`src/rtl/lsq_mem_drain_if.sv`:
```
// Shared payload types and the handshake bundle between the LSQ drain and its environment.

package lsq_mem_drain_pkg;
  localparam int unsigned XLEN  = 32;
  localparam int unsigned PD_W  = 6;
  localparam int unsigned TAG_W = 6;
  localparam int unsigned ROB_W = 5;

  // LSQ entry as produced by dispatch/AGU; address and store data already resolved
  typedef struct packed {
    logic             sw_sh_signal;
    logic [PD_W-1:0]  pd;
    logic [TAG_W-1:0] rob_tag;
    logic [XLEN-1:0]  addr;
    logic [XLEN-1:0]  ps2_data;
  } lsq_entry_t;

  // Writeback to ROB/PRF plus the queue-ready back-pressure flag
  typedef struct packed {
    logic [PD_W-1:0]  p_mem;
    logic             fu_mem_done;
    logic             fu_mem_ready;
    logic [ROB_W-1:0] rob_fu_mem;
    logic [XLEN-1:0]  data;
  } mem_data_t;
endpackage

interface lsq_mem_drain_if;
  import lsq_mem_drain_pkg::*;

  logic             enq_valid;
  lsq_entry_t       enq_data;
  logic             store_commit;
  logic             flush;
  logic             mem_req_valid;
  logic             mem_req_ready;
  logic             mem_req_we;
  logic [XLEN-1:0]  mem_req_addr;
  logic [XLEN-1:0]  mem_req_wdata;
  logic             mem_rsp_valid;
  logic [XLEN-1:0]  mem_rsp_rdata;
  mem_data_t        mem_out;

  // master: the drain (memory-request master, writeback source)
  modport master (
    input  enq_valid, enq_data, store_commit, flush,
    input  mem_req_ready, mem_rsp_valid, mem_rsp_rdata,
    output mem_req_valid, mem_req_we, mem_req_addr, mem_req_wdata, mem_out
  );

  // slave: dispatch, ROB and data memory around the drain
  modport slave (
    output enq_valid, enq_data, store_commit, flush,
    output mem_req_ready, mem_rsp_valid, mem_rsp_rdata,
    input  mem_req_valid, mem_req_we, mem_req_addr, mem_req_wdata, mem_out
  );
endinterface

```
`src/rtl/lsq_mem_drain.sv`:
```
// In-order LSQ buffer that drains its head entry to data memory, one access at a time.

module lsq_mem_drain
  import lsq_mem_drain_pkg::*;
#(
  parameter int unsigned DEPTH = 8
) (
  input  logic            clk,
  input  logic            reset,
  lsq_mem_drain_if.master bus
);

  localparam int unsigned PTR_W = $clog2(DEPTH);
  localparam int unsigned CNT_W = PTR_W + 1;

  typedef enum logic [2:0] {
    IDLE, LD_REQ, LD_WAIT, ST_HOLD, ST_REQ, ST_WAIT, DISCARD
  } state_e;

  lsq_entry_t             buf_q [DEPTH];
  logic [PTR_W-1:0]       head_q, tail_q;
  logic [PTR_W-1:0]       head_d, tail_d, head_inc;
  logic [CNT_W-1:0]       count_q, count_d;
  state_e                 state_q;
  logic                   req_valid_q, req_we_q;
  logic [XLEN-1:0]        req_addr_q, req_wdata_q;
  mem_data_t              out_q;

  lsq_entry_t             head_e;
  logic                   enq_fire, pop, head_cmt;
  logic [XLEN-1:0]        head_addr;
  logic                   unused_head_bits;

  // Queue bookkeeping: enqueue/pop, and flush squashing everything but a committed head
  always_comb begin
    head_e    = buf_q[head_q];
    head_addr = {head_e.addr[XLEN-1:2], 2'b00};
    enq_fire  = bus.enq_valid && (count_q != CNT_W'(DEPTH)) && !bus.flush;
    pop       = bus.mem_rsp_valid && ((state_q == LD_WAIT) || (state_q == ST_WAIT));
    head_cmt  = (state_q == ST_REQ) || (state_q == ST_WAIT) ||
                ((state_q == ST_HOLD) && bus.store_commit);
    head_inc  = head_q + PTR_W'(1);
    head_d    = pop ? head_inc : head_q;
    tail_d    = tail_q;
    count_d   = count_q;
    if (bus.flush) begin
      if (head_cmt) begin
        tail_d  = head_inc;
        count_d = pop ? CNT_W'(0) : CNT_W'(1);
      end else begin
        tail_d  = head_d;
        count_d = CNT_W'(0);
      end
    end else begin
      tail_d  = enq_fire ? (tail_q + PTR_W'(1)) : tail_q;
      count_d = count_q + CNT_W'(enq_fire) - CNT_W'(pop);
    end
  end

  assign unused_head_bits = ^{head_e.addr[1:0], head_e.rob_tag[TAG_W-1:ROB_W]};

  // Entry storage; contents only matter where count marks them live
  always_ff @(posedge clk) begin
    if (enq_fire) begin
      buf_q[tail_q] <= bus.enq_data;
    end
  end

  // Pointers, head-entry access FSM, memory request and writeback registers
  always_ff @(posedge clk or posedge reset) begin
    if (reset) begin
      head_q        <= '0;
      tail_q        <= '0;
      count_q       <= '0;
      state_q       <= IDLE;
      req_valid_q   <= 1'b0;
      req_we_q      <= 1'b0;
      req_addr_q    <= '0;
      req_wdata_q   <= '0;
      out_q         <= '0;
      out_q.fu_mem_ready <= 1'b1;
    end else begin
      head_q             <= head_d;
      tail_q             <= tail_d;
      count_q            <= count_d;
      out_q.fu_mem_ready <= (count_d != CNT_W'(DEPTH));
      out_q.fu_mem_done  <= 1'b0;
      case (state_q)
        IDLE: begin
          if (count_q != CNT_W'(0)) begin
            if (!head_e.sw_sh_signal) begin
              if (!bus.flush) begin
                state_q     <= LD_REQ;
                req_valid_q <= 1'b1;
                req_we_q    <= 1'b0;
                req_addr_q  <= head_addr;
                req_wdata_q <= '0;
              end
            end else begin
              // store-done report goes out even if this entry is being squashed
              out_q.fu_mem_done <= 1'b1;
              out_q.p_mem       <= '0;
              out_q.rob_fu_mem  <= head_e.rob_tag[ROB_W-1:0];
              out_q.data        <= '0;
              if (!bus.flush) begin
                state_q <= ST_HOLD;
              end
            end
          end
        end
        LD_REQ: begin
          if (bus.mem_req_ready) begin
            req_valid_q <= 1'b0;
            state_q     <= bus.flush ? DISCARD : LD_WAIT;
          end else if (bus.flush) begin
            req_valid_q <= 1'b0;
            state_q     <= IDLE;
          end
        end
        LD_WAIT: begin
          if (bus.mem_rsp_valid) begin
            out_q.fu_mem_done <= 1'b1;
            out_q.p_mem       <= head_e.pd;
            out_q.rob_fu_mem  <= head_e.rob_tag[ROB_W-1:0];
            out_q.data        <= bus.mem_rsp_rdata;
            state_q           <= IDLE;
          end else if (bus.flush) begin
            state_q <= DISCARD;
          end
        end
        ST_HOLD: begin
          if (bus.store_commit) begin
            state_q     <= ST_REQ;
            req_valid_q <= 1'b1;
            req_we_q    <= 1'b1;
            req_addr_q  <= head_addr;
            req_wdata_q <= head_e.ps2_data;
          end else if (bus.flush) begin
            state_q <= IDLE;
          end
        end
        ST_REQ: begin
          if (bus.mem_req_ready) begin
            req_valid_q <= 1'b0;
            state_q     <= ST_WAIT;
          end
        end
        ST_WAIT: begin
          if (bus.mem_rsp_valid) begin
            state_q <= IDLE;
          end
        end
        DISCARD: begin
          if (bus.mem_rsp_valid) begin
            state_q <= IDLE;
          end
        end
        default: state_q <= IDLE;
      endcase
    end
  end

  assign bus.mem_req_valid = req_valid_q;
  assign bus.mem_req_we    = req_we_q;
  assign bus.mem_req_addr  = req_addr_q;
  assign bus.mem_req_wdata = req_wdata_q;
  assign bus.mem_out       = out_q;

endmodule
```
`src/flat_wrapper.sv`:
```
// flat-port wrapper written by rule: the top's interface ports become plain ports
module lsq_mem_drain_flat import lsq_mem_drain_pkg::*;
#(
  parameter int unsigned DEPTH = 8
)
  (clk, reset, bus_enq_valid, bus_enq_data, bus_store_commit, bus_flush, bus_mem_req_ready, bus_mem_rsp_valid, bus_mem_rsp_rdata, bus_mem_req_valid, bus_mem_req_we, bus_mem_req_addr, bus_mem_req_wdata, bus_mem_out);
  lsq_mem_drain_if bus_i ();
  input  logic clk;
  input  logic reset;
  input wire logic [$bits(bus_i.enq_valid)-1:0] bus_enq_valid;
  input wire logic [$bits(bus_i.enq_data)-1:0] bus_enq_data;
  input wire logic [$bits(bus_i.store_commit)-1:0] bus_store_commit;
  input wire logic [$bits(bus_i.flush)-1:0] bus_flush;
  input wire logic [$bits(bus_i.mem_req_ready)-1:0] bus_mem_req_ready;
  input wire logic [$bits(bus_i.mem_rsp_valid)-1:0] bus_mem_rsp_valid;
  input wire logic [$bits(bus_i.mem_rsp_rdata)-1:0] bus_mem_rsp_rdata;
  output wire logic [$bits(bus_i.mem_req_valid)-1:0] bus_mem_req_valid;
  output wire logic [$bits(bus_i.mem_req_we)-1:0] bus_mem_req_we;
  output wire logic [$bits(bus_i.mem_req_addr)-1:0] bus_mem_req_addr;
  output wire logic [$bits(bus_i.mem_req_wdata)-1:0] bus_mem_req_wdata;
  output wire logic [$bits(bus_i.mem_out)-1:0] bus_mem_out;
  assign bus_i.enq_valid = bus_enq_valid;
  assign bus_i.enq_data = bus_enq_data;
  assign bus_i.store_commit = bus_store_commit;
  assign bus_i.flush = bus_flush;
  assign bus_i.mem_req_ready = bus_mem_req_ready;
  assign bus_i.mem_rsp_valid = bus_mem_rsp_valid;
  assign bus_i.mem_rsp_rdata = bus_mem_rsp_rdata;
  assign bus_mem_req_valid = bus_i.mem_req_valid;
  assign bus_mem_req_we = bus_i.mem_req_we;
  assign bus_mem_req_addr = bus_i.mem_req_addr;
  assign bus_mem_req_wdata = bus_i.mem_req_wdata;
  assign bus_mem_out = bus_i.mem_out;
  lsq_mem_drain #(.DEPTH(DEPTH)) u_core (.clk(clk), .reset(reset), .bus(bus_i));
endmodule
```
`config.mk`:
```
export PLATFORM = sky130hd
export DESIGN_NAME = lsq_mem_drain_flat
export DESIGN_NICKNAME = d
export VERILOG_FILES = /design/src/rtl/lsq_mem_drain_if.sv /design/src/rtl/lsq_mem_drain.sv /design/src/flat_wrapper.sv
export SDC_FILE = /design/constraint.sdc
export NUM_CORES = 1
export LEC_CHECK = 0
export CAP_MARGIN = 10
export CORE_MARGIN = 5
export CORE_UTILIZATION = 50
export CTS_CLUSTER_DIAMETER = 40
export DETAILED_ROUTE_END_ITERATION = 8
export MAX_ROUTING_LAYER = met4
export PLACE_DENSITY = 0.8
export SYNTH_ARGS = -nofsm -noshare
export SYNTH_HDL_FRONTEND = slang
export SYNTH_SLANG_ARGS = --single-unit
```
`constraint.sdc`:
```
create_clock -name clk -period 15.4 [get_ports clk]
set_input_delay 3.08 -clock clk [delete_from_list [all_inputs] [get_ports clk]]
set_output_delay 3.08 -clock clk [all_outputs]
set_load 0.03 [all_outputs]
```
==> impl_metrics.env <==
export IMPL_status="complete, no violations"
export IMPL_syn_inst=1311
export IMPL_cp_top_family="buffers and inverters"
export IMPL_slowest_delay_ns=0.73
export IMPL_io_pins=227
export IMPL_synth_top_area_share=0.651
export IMPL_initial_core_util=0.506
export IMPL_fin_crit_sh=0.367
export IMPL_yosys_area_share_simple=0.0212
export IMPL_first_pass_iters=5
export IMPL_ir_worst_vdd_mv=0.148
export IMPL_synth_ff_type="edfxtp_1"
export IMPL_grt_max_degree=77
export IMPL_hold_depth=1
export IMPL_grt_pass1_vias=14500
export IMPL_startpoint="bus_flush"
export IMPL_final_core_util=0.616
export IMPL_yosysUniqueCellTypes=49
export IMPL_r2r_cells=7
export IMPL_max_freq_mhz=177
export IMPL_dp_cells=2182
export IMPL_yosysTopAreaCell="edfxtp_1"
export IMPL_synthTopCellsByArea="edfxtp_1, mux4_2, dfrtp_1"
export IMPL_port_buffers=221
export IMPL_synth_compound_area_frac=0.0248
export IMPL_cp_max_fo=42
export IMPL_period_needed_ns=5.65
export IMPL_power_density_nw_per_um2=197
export IMPL_clkTransAtPathRegs_ns=0.06
export IMPL_dp_hpwl_mm=30.2
export IMPL_grt_overflow_total=0
export IMPL_ys_ff_latch=714
export IMPL_nets=1703
export IMPL_final_hold_viol_count=0
export IMPL_crit_slowest_cell="clkdlybuf4s50_1"
export IMPL_die_area_um2=59400
export IMPL_cts_tree="yes"
export IMPL_rsz0062_at_grt="false"
export IMPL_synth_area_mux_share=0.168
export IMPL_swShare=0.307
export IMPL_p_int_uw=4540
export IMPL_start_kind="input pin"
export IMPL_avgSynthCellArea_um2=20.8
export IMPL_power_switching_uw=2020
export IMPL_clkLatencyLatePin_ns=0.62
export IMPL_slew_headroom=0.331
export IMPL_cpMostUsedCell="buf_4"
export IMPL_drt_iter0_markers=1180
export IMPL_cts_sinks=714
export IMPL_drc_errors=0
export IMPL_area_growth_pct=21.9
export IMPL_ant_nets=0
export IMPL_avgViaCountPerCell=5.77
export IMPL_synth_top_family_by_area="multiplexers"
export IMPL_layout_drive_gt1_share=0.250
export IMPL_cts_htree_levels=3
export IMPL_worst_path_buf_inv=3
export IMPL_setup_viol_count_final=0
export IMPL_crit_chain="clkdlybuf4s50_1 -> or3_1 -> nor3_2 -> buf_4 -> buf_4"
export IMPL_arrival_ns=5.89
export IMPL_timing_hold_ws_ns=0.492
export IMPL_cts_hold_fix_buffers=0
export IMPL_grt_pass1_wl_mm=88.8
export IMPL_critPathRequiredTime_ns=15.64
export IMPL_post_cts_buffers=0
export IMPL_syn_cell_area_um2=27300
export IMPL_async_flop_share=0.171
export IMPL_r2r_start="u_core.head_q[0]$_DFF_PP0_"
export IMPL_synth_xor_area_frac=0.00256
export IMPL_cts_resized=0
export IMPL_die_h_um=244
export IMPL_clock_skew_ns=0.0192
export IMPL_pre_cts_slack_ns=9.09
export IMPL_num_vias=13600
export IMPL_endpoint_kind="flop"
export IMPL_worstHoldStart="u_core.bus.mem_req_wdata[0]$_DFFE_PP0P_"
export IMPL_worst_slack_ns=9.75
export IMPL_p_leak_uw=0.0113
export IMPL_final_cell_mix="edfxtp_1, clkdlybuf4s50_1, mux4_2"
export IMPL_yosysWarnings=0
export IMPL_core_area_um2=54000
export IMPL_core_rowCount=85
export IMPL_stdcell_count=2353
export IMPL_layout_commonest_cell="edfxtp_1"
export IMPL_combPwrFrac=0.295
export IMPL_max_clock_path_buffers=3
export IMPL_seq_power_share=0.389
export IMPL_hold_path_class="flop to flop"
export IMPL_cts_made_buffers=89
export IMPL_root_buffer="clkbuf_16"
export IMPL_dieWidth_um=244
export IMPL_drt_wl_total_mm=57.9
export IMPL_track_usage=0.202
export IMPL_post_drt_wl_per_cell_um=24.6
export IMPL_grt_antenna_before_repair=5
export IMPL_tightest_slew_ns=1.00
export IMPL_place_congestion=0.762
export IMPL_report_final_slew_viol_count=0
export IMPL_clkPwrFrac=0.315
export IMPL_path_class="input pin to flop"
export IMPL_setup_tns_ns=0
export IMPL_synthAdderAreaFrac=0.00440
export IMPL_ys_seq_area_frac=0.763
export IMPL_drv_cap=0
export IMPL_synth_edff_count=592
export IMPL_crit_cells=5
-- metrics by stage --
stage	power (µW)	cell area [µm²]
floorplan	3930	27300
global placement	4480	30300
detailed placement	4540	30300
CTS	6630	33300
global route	6850	33300
finish	6560	33300
-- synthesized netlist by cell type, types with 7 or more instances --
master	instances
o2bb2ai_1	32
o21ai_0	43
mux2i_1	46
buf_4	15
a21oi_1	7
clkbuf_1	33
buf_2	16
o22ai_1	8
nand2_1	81
ha_1	8
buf_6	8
edfxtp_1	592
inv_1	13
mux2_2	64
dfrtp_1	121
nor2_1	16
mux4_2	146
-- layout make-up --
type                            count  area (µm²)
Clock inverter                     64         686
Inverter                           13        53.8
Antenna cell                        5        12.5
Clock buffer                      101        2310
Tap cell                          696         871
Timing Repair Buffer              248        2420
Multi-Input combinational cell    512        6090
Sequential cell                   714       20800
Fill cell                        3638       20700
-- per-layer routing --
metal | up-vias | global-route usage | share of wire
met1 | 7144 | 0.264 | 0.41
met4 | 0 | 0.0617 | 0.016
li1 | 5843 | - | -
met2 | 510 | 0.328 | 0.51
met5 | - | - | 0
met3 | 73 | 0.0368 | 0.061
-- logic make-up (layout without fill, tap and decap cells) --
family                     Yosys count  count (layout)
AOI/OAI and AO/OA                  102             102
xor gates and xnor gates             8               8
adders and majority gates            9               9
buffers and inverters               86             426
DFF                                714             714
muxes                              264             264
and+or+nand+nor                    127             127
other                                1               7
-- power groups by stage --
stage	logic (µW)	clock network, µW	registers, µW
floorplan	1170	0	2760
global placement	1910	0	2580
detailed placement	1950	0	2590
CTS	1970	2110	2560
global route	2070	2190	2580
finish	1940	2070	2550
-- flip-flops by register name, summed over array words and instances, names as in the netlist --
signal	count
u_core.buf_q	592
u_core.bus.mem_out	45
u_core.bus.mem_req_addr	30
u_core.bus.mem_req_valid	1
u_core.bus.mem_req_wdata	32
u_core.bus.mem_req_we	1
u_core.count_q	4
u_core.head_q	3
u_core.state_q	3
u_core.tail_q	3
-- final timing paths --
path,end,slack (ns)
max,u_core.buf_q[0][47]$_DFFE_PP_,9.75
min,u_core.bus.mem_req_wdata[0]$_DFFE_PP0P_,0.49
max reg2reg,u_core.bus.mem_req_addr[3]$_DFFE_PP0P_,11.63
min reg2reg,u_core.bus.mem_req_wdata[0]$_DFFE_PP0P_,0.49
max in group asynchronous,u_core.bus.mem_req_addr[3]$_DFFE_PP0P_,11.05
min in group asynchronous,u_core.bus.mem_req_addr[21]$_DFFE_PP0P_,2.96
No activity file was read; power rests on OpenSTA's default activity.
